$ cat src/rtl/freq_meter.sv
//------------------------------------------------------------------------------
// freq_meter : counts rising edges of an asynchronous pulse train over a fixed
//              gate window of system clocks; one-cycle valid strobe per result.
// Revision   : 1.0
//------------------------------------------------------------------------------
`default_nettype none

module freq_meter #(
   parameter int GATE_CYCLES = 50_000_000,
   parameter int CNT_W       = 32,
   parameter int SYNC_STAGES = 2
) (
   input  logic             clock,
   input  logic             reset,
   input  logic             sig_in,
   input  logic             start,
   input  logic             continuous,
   output logic             busy,
   output logic             valid,
   output logic [CNT_W-1:0] edge_count,
   output logic             overflow
);

   localparam int            GW        = $clog2(GATE_CYCLES);
   localparam logic [GW-1:0] GATE_LAST = GW'(GATE_CYCLES - 1);

   typedef enum logic {
      IDLE    = 1'b0,
      MEASURE = 1'b1
   } state_t;

   state_t                 state_q, state_d;
   logic [SYNC_STAGES-1:0] sync_q;
   logic                   prev_q;
   logic [GW-1:0]          gate_q, gate_d;
   logic [CNT_W-1:0]       acc_q, acc_d;
   logic                   ovf_q, ovf_d;
   logic                   valid_q, valid_d;
   logic [CNT_W-1:0]       cnt_q, cnt_d;
   logic                   of_q, of_d;

   logic                   sync_out;
   logic                   rise;
   logic                   acc_max;
   logic [CNT_W-1:0]       acc_next;
   logic                   ovf_next;

   assign sync_out = sync_q[SYNC_STAGES-1];
   assign rise     = sync_out & ~prev_q;

   // Saturating accumulate: once at all-ones the count sticks and the
   // overflow flag records that an edge was lost.
   assign acc_max  = &acc_q;
   assign acc_next = acc_max ? acc_q : acc_q + CNT_W'(rise);
   assign ovf_next = ovf_q | (acc_max & rise);

   always_ff @(posedge clock or posedge reset) begin
      if (reset) begin
         sync_q  <= '0;
         prev_q  <= 1'b0;
      end else begin
         sync_q  <= {sync_q[SYNC_STAGES-2:0], sig_in};
         prev_q  <= sync_out;
      end
   end

   always_ff @(posedge clock or posedge reset) begin
      if (reset) begin
         state_q <= IDLE;
         gate_q  <= '0;
         acc_q   <= '0;
         ovf_q   <= 1'b0;
         valid_q <= 1'b0;
         cnt_q   <= '0;
         of_q    <= 1'b0;
      end else begin
         state_q <= state_d;
         gate_q  <= gate_d;
         acc_q   <= acc_d;
         ovf_q   <= ovf_d;
         valid_q <= valid_d;
         cnt_q   <= cnt_d;
         of_q    <= of_d;
      end
   end

   always_comb begin
      state_d = state_q;
      gate_d  = gate_q;
      acc_d   = acc_q;
      ovf_d   = ovf_q;
      valid_d = 1'b0;
      cnt_d   = cnt_q;
      of_d    = of_q;
      case (state_q)
         IDLE: begin
            if (start) begin
               state_d = MEASURE;
               gate_d  = GATE_LAST;
               acc_d   = '0;
               ovf_d   = 1'b0;
            end
         end
         MEASURE: begin
            acc_d = acc_next;
            ovf_d = ovf_next;
            if (gate_q != '0) begin
               gate_d = gate_q - GW'(1);
            end else begin
               // Last sample of the window is folded straight into the result,
               // and the next window (if any) starts on the very next cycle.
               cnt_d   = acc_next;
               of_d    = ovf_next;
               valid_d = 1'b1;
               gate_d  = GATE_LAST;
               acc_d   = '0;
               ovf_d   = 1'b0;
               if (!continuous) begin
                  state_d = IDLE;
               end
            end
         end
         default: state_d = IDLE;
      endcase
   end

   assign busy       = (state_q == MEASURE);
   assign valid      = valid_q;
   assign edge_count = cnt_q;
   assign overflow   = of_q;

endmodule

`default_nettype wire

$ cat config.mk
export PLATFORM = sky130hd
export DESIGN_NAME = freq_meter
export DESIGN_NICKNAME = d
export VERILOG_FILES = /design/src/rtl/freq_meter.sv
export SDC_FILE = /design/constraint.sdc
export NUM_CORES = 1
export LEC_CHECK = 0
export CORE_UTILIZATION = 60
export DETAILED_ROUTE_END_ITERATION = 12
export GPL_TIMING_DRIVEN = 0
export HOLD_SLACK_MARGIN = 0.06
export PLACE_DENSITY = 0.84
export SLEW_MARGIN = 20
export SYNTH_ARGS = -nofsm -noshare
export SYNTH_HDL_FRONTEND = slang
export SYNTH_SLANG_ARGS = --single-unit
$ cat constraint.sdc
create_clock -name clock -period 8.2 [get_ports clock]
set_input_delay 1.64 -clock clock [delete_from_list [all_inputs] [get_ports clock]]
set_output_delay 1.64 -clock clock [all_outputs]
set_load 0.005 [all_outputs]
# After elaboration in Yosys (flattened, before gate mapping)
# Cells that the tools add are included.
[word_totals]
register_bits = 97
in_bits = 5
out_inout_bits = 35
word_cells = 37
[classes]
addsub = 2
eq_ne = 1
muxes = 16
bitwise_logic = 6
n_reduce_logical = 3
[op_table]
columns = ["op", "n"]
rows = [
  ["32-bit two-way mux", 3],
  ["32-bit one-hot mux with 2 select lines", 1],
  ["26-bit two-way mux", 2],
  ["26-bit one-hot mux with 2 select lines", 1],
  ["32-bit by 1-bit adder with 32-bit output", 1],
  ["32-bit AND reduction", 1],
  ["26-bit nonzero test", 1],
  ["26-bit by 1-bit subtractor with 26-bit output (second input constant)", 1],
  ["1-bit two-way mux", 7],
  ["1-bit one-hot mux with 2 select lines", 2],
  ["1-bit inverter", 3],
  ["1-bit bitwise AND", 2],
  ["2-bit inequality test (second input constant)", 1],
  ["2-bit AND reduction", 1],
  ["1-bit bitwise OR", 1],
]

# Depth between registers and ports, before layout
# Gate-level depths: netlist of the first run.
[logic_depth]
depth_word = 6
depth_mapped = 10
ltp_nobuf = 8

# Least setup slack after synthesis of the first run
# Ideal clock, no wire load.
[synth_path]
kind = "input port to flip-flop"
start = "input port start"
end = "register acc_q[15]"
setup_ns = 0.110
t_arrival_ns = 2.466
required_ns = 8.090
path_slack_ns = 5.624
stages = 5
path_buffers = 2
path_cell_list = "nor2_1 -> clkbuf_1 -> clkbuf_1 -> o21ai_0 -> o41ai_1"
[synth_via]
elab_chain_len = 1
[synth_rtl]
columns = ["item", "line_no", "source"]
rows = [
  ["from (decl)", "16", "input logic start,"],
  ["2-bit inequality test (no line)", "--", ""],
  ["to (signal assigned)", "71", "acc_q <= '0;"],
  ["to (signal assigned)", "79", "acc_q <= acc_d;"],
  ["to (decl)", "36", "logic [CNT_W-1:0] acc_q, acc_d;"],
]
# Every way passes these cells.
# A chain may end at the register's enable or synchronous reset.

# Worst setup path in the final report of the first run
[layout_path]
start = "register gate_q[0]"
end = "register acc_q[13]"
[layout_via]
elab_chain_len = 3
[layout_rtl]
columns = ["item", "line_no", "source"]
rows = [
  ["from (decl)", "35", "logic [GW-1:0] gate_q, gate_d;"],
  ["from (signal assigned)", "78", "gate_q <= gate_d;"],
  ["26-bit nonzero test", "107", "if (gate_q != '0) begin"],
  ["32-bit two-way mux", "107", ""],
  ["32-bit one-hot mux with 2 select lines", "95", "case (state_q)"],
]
# Every way passes these cells.

==> results of run 1 <==
[per-stage QoR]
stage,total power [W],util,instances
5_1_grt,0.001141,0.7275,721
6_report,0.001089,0.7275,721
3_3_place_gp,0.0007706,0.6994,704
4_1_cts,0.001086,0.7275,721
2_1_floorplan,0.0007344,-,563
3_5_place_dp,0.0007889,0.7035,705
[final timing paths]
kind                                  startpoint                    end  slack, ns  cells after the start
min                          sync_q[0]$_DFF_PP0_    sync_q[1]$_DFF_PP0_       0.38                      0
max in group asynchronous                  reset  acc_q[23]$_DFFE_PP0P_       5.93                      3
max reg2reg                gate_q[0]$_DFFE_PP0P_  acc_q[13]$_DFFE_PP0P_       4.85                      9
max                        gate_q[0]$_DFFE_PP0P_  acc_q[13]$_DFFE_PP0P_       4.85                      9
min reg2reg                  sync_q[0]$_DFF_PP0_    sync_q[1]$_DFF_PP0_       0.38                      0
min in group asynchronous                  reset  acc_q[12]$_DFFE_PP0P_       1.67                      2
[per-layer routing]
layer  up-vias  track usage  routed length (µm)
met1      2168       0.3972                5189
li1       2136            -                   -
met3        45      0.05610                 967
met2       184       0.5214                6157
met5         -            0                   0
met4         0       0.1526                 452
[cell families (layout without fill, tap and decap cells)]
group | after synthesis | after routing | synth area share
and+or+nand+nor | 218 | 218 | 0.2185
AOI/OAI and AO/OA | 175 | 175 | 0.2025
DFF | 97 | 97 | 0.4856
buffers and inverters | 41 | 97 | 0.03454
xor gates and xnor gates | 28 | 28 | 0.04906
adders and majority gates | 3 | 3 | 0.007510
muxes | 1 | 1 | 0.002253
[layout make-up]
type	instances	area [µm²]	share of cell area
flip-flops and latches	97	2427	0.4230
multi-input cells	425	2399	0.4180
repair buffers	40	417.9	0.07283
clock buffers	10	137.6	0.02399
plain buffers	31	135.1	0.02355
well taps	102	127.6	0.02224
clock inverters	6	51.30	0.008940
inverters	10	42.54	0.007414
[layout by cell type (no fill, tap or decap), types with 22 or more instances in the layout]
cell type / Yosys / layout
a31oi_1: 25 / 25
dfrtp_1: 97 / 97
nand2_1: 85 / 85
clkbuf_1: 24 / 24
o21ai_0: 71 / 71
nand3_1: 22 / 22
a21oi_1: 36 / 36
nor2_1: 37 / 37
clkdlybuf4s50_1: 0 / 39
[sequential cells by signal (all words and copies together), names as in the netlist]
register and cells:
sync_q 2, overflow 1, gate_q 26, busy 1, prev_q 1, ovf_q 1, valid 1, acc_q 32
edge_count 32
[power groups by stage]
stage               sequential, W  clock, W  combinational (W)
floorplan                0.000601         0           0.000134
global placement         0.000614         0           0.000157
detailed placement       0.000619         0           0.000170
CTS                      0.000610  0.000305           0.000171
global route             0.000623  0.000324           0.000193
finish                   0.000614  0.000305           0.000169
[critical path, cell delays in order (launching register included)]
cell	delay (ns)
dfrtp_1	0.44
inv_1	0.08
ha_1	0.26
nor4b_1	0.57
nand4_1	0.32
o21ai_1	0.54
clkbuf_1	0.56
a31oi_1	0.11
o21ai_0	0.25
o31ai_1	0.13
==> results.cfg, run 1 <==
[pwr]
ir_worst_vdd_uv = 128.7
seqPwrFrac = 0.564
p_sw_w = 0.0003577
leakage_nw = 2.296
power_density_mw_per_mm2 = 189.7
clockPowerShare = 0.280
p_int_w = 0.0007310
switching_share = 0.3285
comb_power_share = 0.156

[critical_path]
startpoint_type = flip-flop
endpoint_kind = flip-flop
crit_arrival_ns = 3.61
required_ns = 8.45
worstSetupPathType = flip-flop to flip-flop
crit_path_max_fanout = 10

[timing]
layout_min_cycle_time_ns = 3.353
whs_ns = 0.3780
fin_crit_sh = 0.4090
max_freq_mhz = 298.2
fin_ws_ns = 4.847
fin_worst_skew_ns = 0.01970
tightest_slew_ns = 0.7539
maxSlewHeadroom = 0.4932
slew_viol_final = 0
grt_setup_unrepaired = false
hold_violations = 0
setup_viol = 0
tns_ns = 0

[global_route]
global_route.overflow_total = 0
antenna_found_initial = 0
first_global_vias = 4443
grt_max_degree = 51
grt_pass1_wl_um = 21100
grt_usage = 0.3141

[drt]
antenna_left = 0
firstDrtPassIters = 5
drt-initial-drc-count = 314
via_per_inst = 6.287
drcViolationCount = 0
wire_per_inst_um = 17.71
routed_wl_um = 12770
via_count = 4533

[min_path]
hold_path.class = flip-flop to flip-flop

[floorplan]
die_w_um = 93.28
fp.dieH_um = 93.28
initial_utilization = 0.6337
die_area_mm2 = 0.008700
coreArea_mm2 = 0.007888
row_count = 32
ioPinCount = 40

[clock_network]
postCtsSetupRepairBufs = 0
clock_path_buffers = 2
cts-hold-fix-buffers = 0
root_buffer = clkbuf_8
clkLatencyLatePin_ns = 0.38
clk_pin_slew_worst_paths_ns = 0.11
cts_resized = 0
cts_made_buffers = 9
cts_tree = built
clkSinkCount = 97
h-tree-depth = 3

[logic_synthesis]
yosysSeqAreaShare = 0.4856
yosys_register_bits = 97
ys_top_cells_by_count = dfrtp_1, nand2_1, o21ai_0
postSynthAreaPerCell_um2 = 8.878
syn_inst = 563
synth_cell_types = 51
syn_area_mm2 = 0.004999
synth-edff-count = 0
synth_area_leaders = dfrtp_1, o21ai_0, nand2_1
ys.flop_type = dfrtp_1
synth.most_common_cell = dfrtp_1
synth_nets = 571
yosys.area.top_type = dfrtp_1
yosys_warnings = 0
async_flop_share = 1.000
synth_top_cell_area_share = 0.4856

[cells_and_area]
syn_to_final_growth_pct = 14.79
diodes = 0
fin_nets = 622
drive_gt1_frac = 0.06139
finalInstanceArea_mm2 = 0.005738
nFillCells = 571

[place]
dp_worst_setup_slack_ns = 4.591
gp_congestion = 0.9126
dp_hpwl_um = 8808
post_dp_cell_area_mm2 = 0.005549
port_buffers = 39

[run]
cap_violations = 0

[outcome]
status = complete, no violations
Note: power is estimated with default switching activity, not from simulation.
==> run 2, diff against run 1 <==
--- a/config.mk
+++ b/config.mk
@@ -5,11 +5,11 @@
 export SDC_FILE = /design/constraint.sdc
 export NUM_CORES = 1
 export LEC_CHECK = 0
-export CORE_UTILIZATION = 60
+export CORE_UTILIZATION = 53
 export DETAILED_ROUTE_END_ITERATION = 12
 export GPL_TIMING_DRIVEN = 0
 export HOLD_SLACK_MARGIN = 0.06
-export PLACE_DENSITY = 0.84
+export PLACE_DENSITY = 0.79
 export SLEW_MARGIN = 20
 export SYNTH_ARGS = -nofsm -noshare
 export SYNTH_HDL_FRONTEND = slang
==> constraint.sdc (replaced) <==
create_clock -name clock -period 2.71 [get_ports clock]
set_input_delay 0.542 -clock clock [delete_from_list [all_inputs] [get_ports clock]]
set_output_delay 0.542 -clock clock [all_outputs]
set_load 0.005 [all_outputs]
==> run 2 against run 1 <==
- flip-flop and latch count stayed put
- die area is 13% higher
- combinational power grew to 3.2 times the previous value
- first-iteration DRC count is 3.5% higher
- register-to-register slack worse by 4.7 ns
- largest cell class is now multi-input gates
- maximum frequency is 30% higher
- non-clock buffer count is 3 higher
- via count is 1.4% higher
- clock skew is 0.0014 ns higher
- sequential power grew to 3.0 times the previous value
==> results.cfg, run 2 (same netlist as run 1, synthesis figures left out) <==
[outcome]
status = complete, no violations

[floorplan]
coreArea_mm2 = 0.009196
initial_utilization = 0.5435
ioPinCount = 40
die_w_um = 99.12
row_count = 35
fp.dieH_um = 99.12
die_area_mm2 = 0.009824

[timing]
fin_worst_skew_ns = 0.02110
grt_setup_unrepaired = true
maxSlewHeadroom = 0.4691
slew_viol_final = 0
fin_crit_sh = 0.9516
max_freq_mhz = 387.8
hold_violations = 0
tightest_slew_ns = 0.7891
setup_viol = 0
layout_min_cycle_time_ns = 2.579

[cells_and_area]
fin_util = 0.6356
finalInstanceArea_mm2 = 0.005846
mostFrequentLayoutCell = dfrtp_1
fin_nets = 625
drive_gt1_frac = 0.08039
final_cell_mix = dfrtp_1, nand2_1, o21ai_0, clkdlybuf4s50_1, nor2_1
syn_to_final_growth_pct = 16.95
diodes = 0
stdcell_count = 733

[global_route]
grt_max_degree = 28
antenna_found_initial = 0
first_global_vias = 4408
grt_usage = 0.2706
global_route.overflow_total = 0
grt_pass1_wl_um = 20970

[clock_network]
cts-hold-fix-buffers = 0
h-tree-depth = 3
root_buffer = clkbuf_8
cts_tree = built
clkLatencyLatePin_ns = 0.37
clk_pin_slew_worst_paths_ns = 0.10
clock_path_buffers = 2
clkSinkCount = 97
cts_made_buffers = 9

[drt]
firstDrtPassIters = 5
wire_per_inst_um = 17.66
via_per_inst = 6.271
drt-initial-drc-count = 325
routed_wl_um = 12950
antenna_left = 0
via_count = 4597
drcViolationCount = 0

[min_path]
min_path_cells = 0
hold_path.class = flip-flop to flip-flop

[place]
dp.cells = 716
port_buffers = 39
dp_hpwl_um = 8949
gp_congestion = 0.8563
post_dp_cell_area_mm2 = 0.005599

[critical_path]
crit_arrival_ns = 2.86
worstSetupPathType = flip-flop to flip-flop
regToRegSetupSlack_ns = 0.13
ff2ff_path_depth = 8
cp_cell_sequence = nor2b_1 > ha_1 > nand2_1 > or3_1 > a211oi_2 > nand3_1 > xor2_1 > o21ai_0
max_stage_delay_ns = 0.51
required_ns = 2.99
crit_path_max_fanout = 7
cp_slowest_cell = a211oi_2
endpoint_kind = flip-flop
startpoint_type = flip-flop

[pwr]
ir_worst_vdd_uv = 345.6
leakage_nw = 2.336
power_density_mw_per_mm2 = 568.6

[run]
cap_violations = 0
## run 2: changes by cell type in the layout (fill, tap and decap cells not counted), moves of 2 or more
cell / delta
buf_4: +2
clkinvlp_4: +2
buf_2: -2
clkbuf_1: -6
clkbuf_2: +4
clkbuf_4: +3
buf_12: +2
## run 2: worst paths after layout
path	start	endpoint
max	sync_q[1]$_DFF_PP0_	edge_count[13]$_DFFE_PP0P_
min	sync_q[0]$_DFF_PP0_	sync_q[1]$_DFF_PP0_
max reg2reg	sync_q[1]$_DFF_PP0_	edge_count[13]$_DFFE_PP0P_
min reg2reg	sync_q[0]$_DFF_PP0_	sync_q[1]$_DFF_PP0_
max in group asynchronous	reset	edge_count[22]$_DFFE_PP0P_
min in group asynchronous	reset	edge_count[7]$_DFFE_PP0P_
## run 2: per-layer routing
metal  global-route usage  up-vias  wire (µm)
li1                     -     2132          -
met1               0.3556     2216       5407
met2               0.4588      216       6337
met3              0.02741       33        824
met4               0.1188        0        378
met5                    0        -          0
## run 2: power by group
group	switching, W	internal, W	leakage [nW]
combinational	0.000308	0.000228	1.01
clock	0.000530	0.000390	0.0959
sequential	0.000245	0.00162	1.23
total	0.00108	0.00224	2.34
## run 2: stage by stage
| step | power (W) | setup TNS, ns | hold slack, ns | setup slack [ns] |
|---|---|---|---|---|
| CTS | 0.003296 | 0 | 0.3620 | 0.01187 |
| finish | 0.003324 | 0 | 0.3592 | 0.1310 |
| floorplan | 0.002223 | 0 | 0.3312 | 0.4297 |
| global route | 0.003487 | -0.05594 | 0.3645 | -0.03196 |
| detailed placement | 0.002394 | -11.53 | 0.3401 | -0.4310 |
| global placement | 0.002335 | -8.509 | 0.3363 | -0.3348 |
## run 2: area by class of cell
cell class,instances,area (µm²)
fillers,775,3351
repair buffers,43,465.4
flip-flops and latches,97,2427
well taps,111,138.9
multi-input cells,425,2430
clock inverters,5,38.79
clock buffers,11,151.4
plain buffers,31,152.6
inverters,10,41.29
## run 2: critical path: cells and delay by family (launching register included)
kind	cells	cell delay (ns)
adder cells (fa/ha/maj)	1	0.27
XOR/XNOR	1	0.18
flip-flops	1	0.36
AO/OA/AOI/OAI	2	0.66
AND/OR/NAND/NOR	4	1.04
## run 2: timing repair
item | 4_1_cts | 5_1_grt
endpoints found under the setup margin | 53 | 72
resized for setup | 5 | 17
pin swaps | 0 | 1
setup buffers | 0 | 1
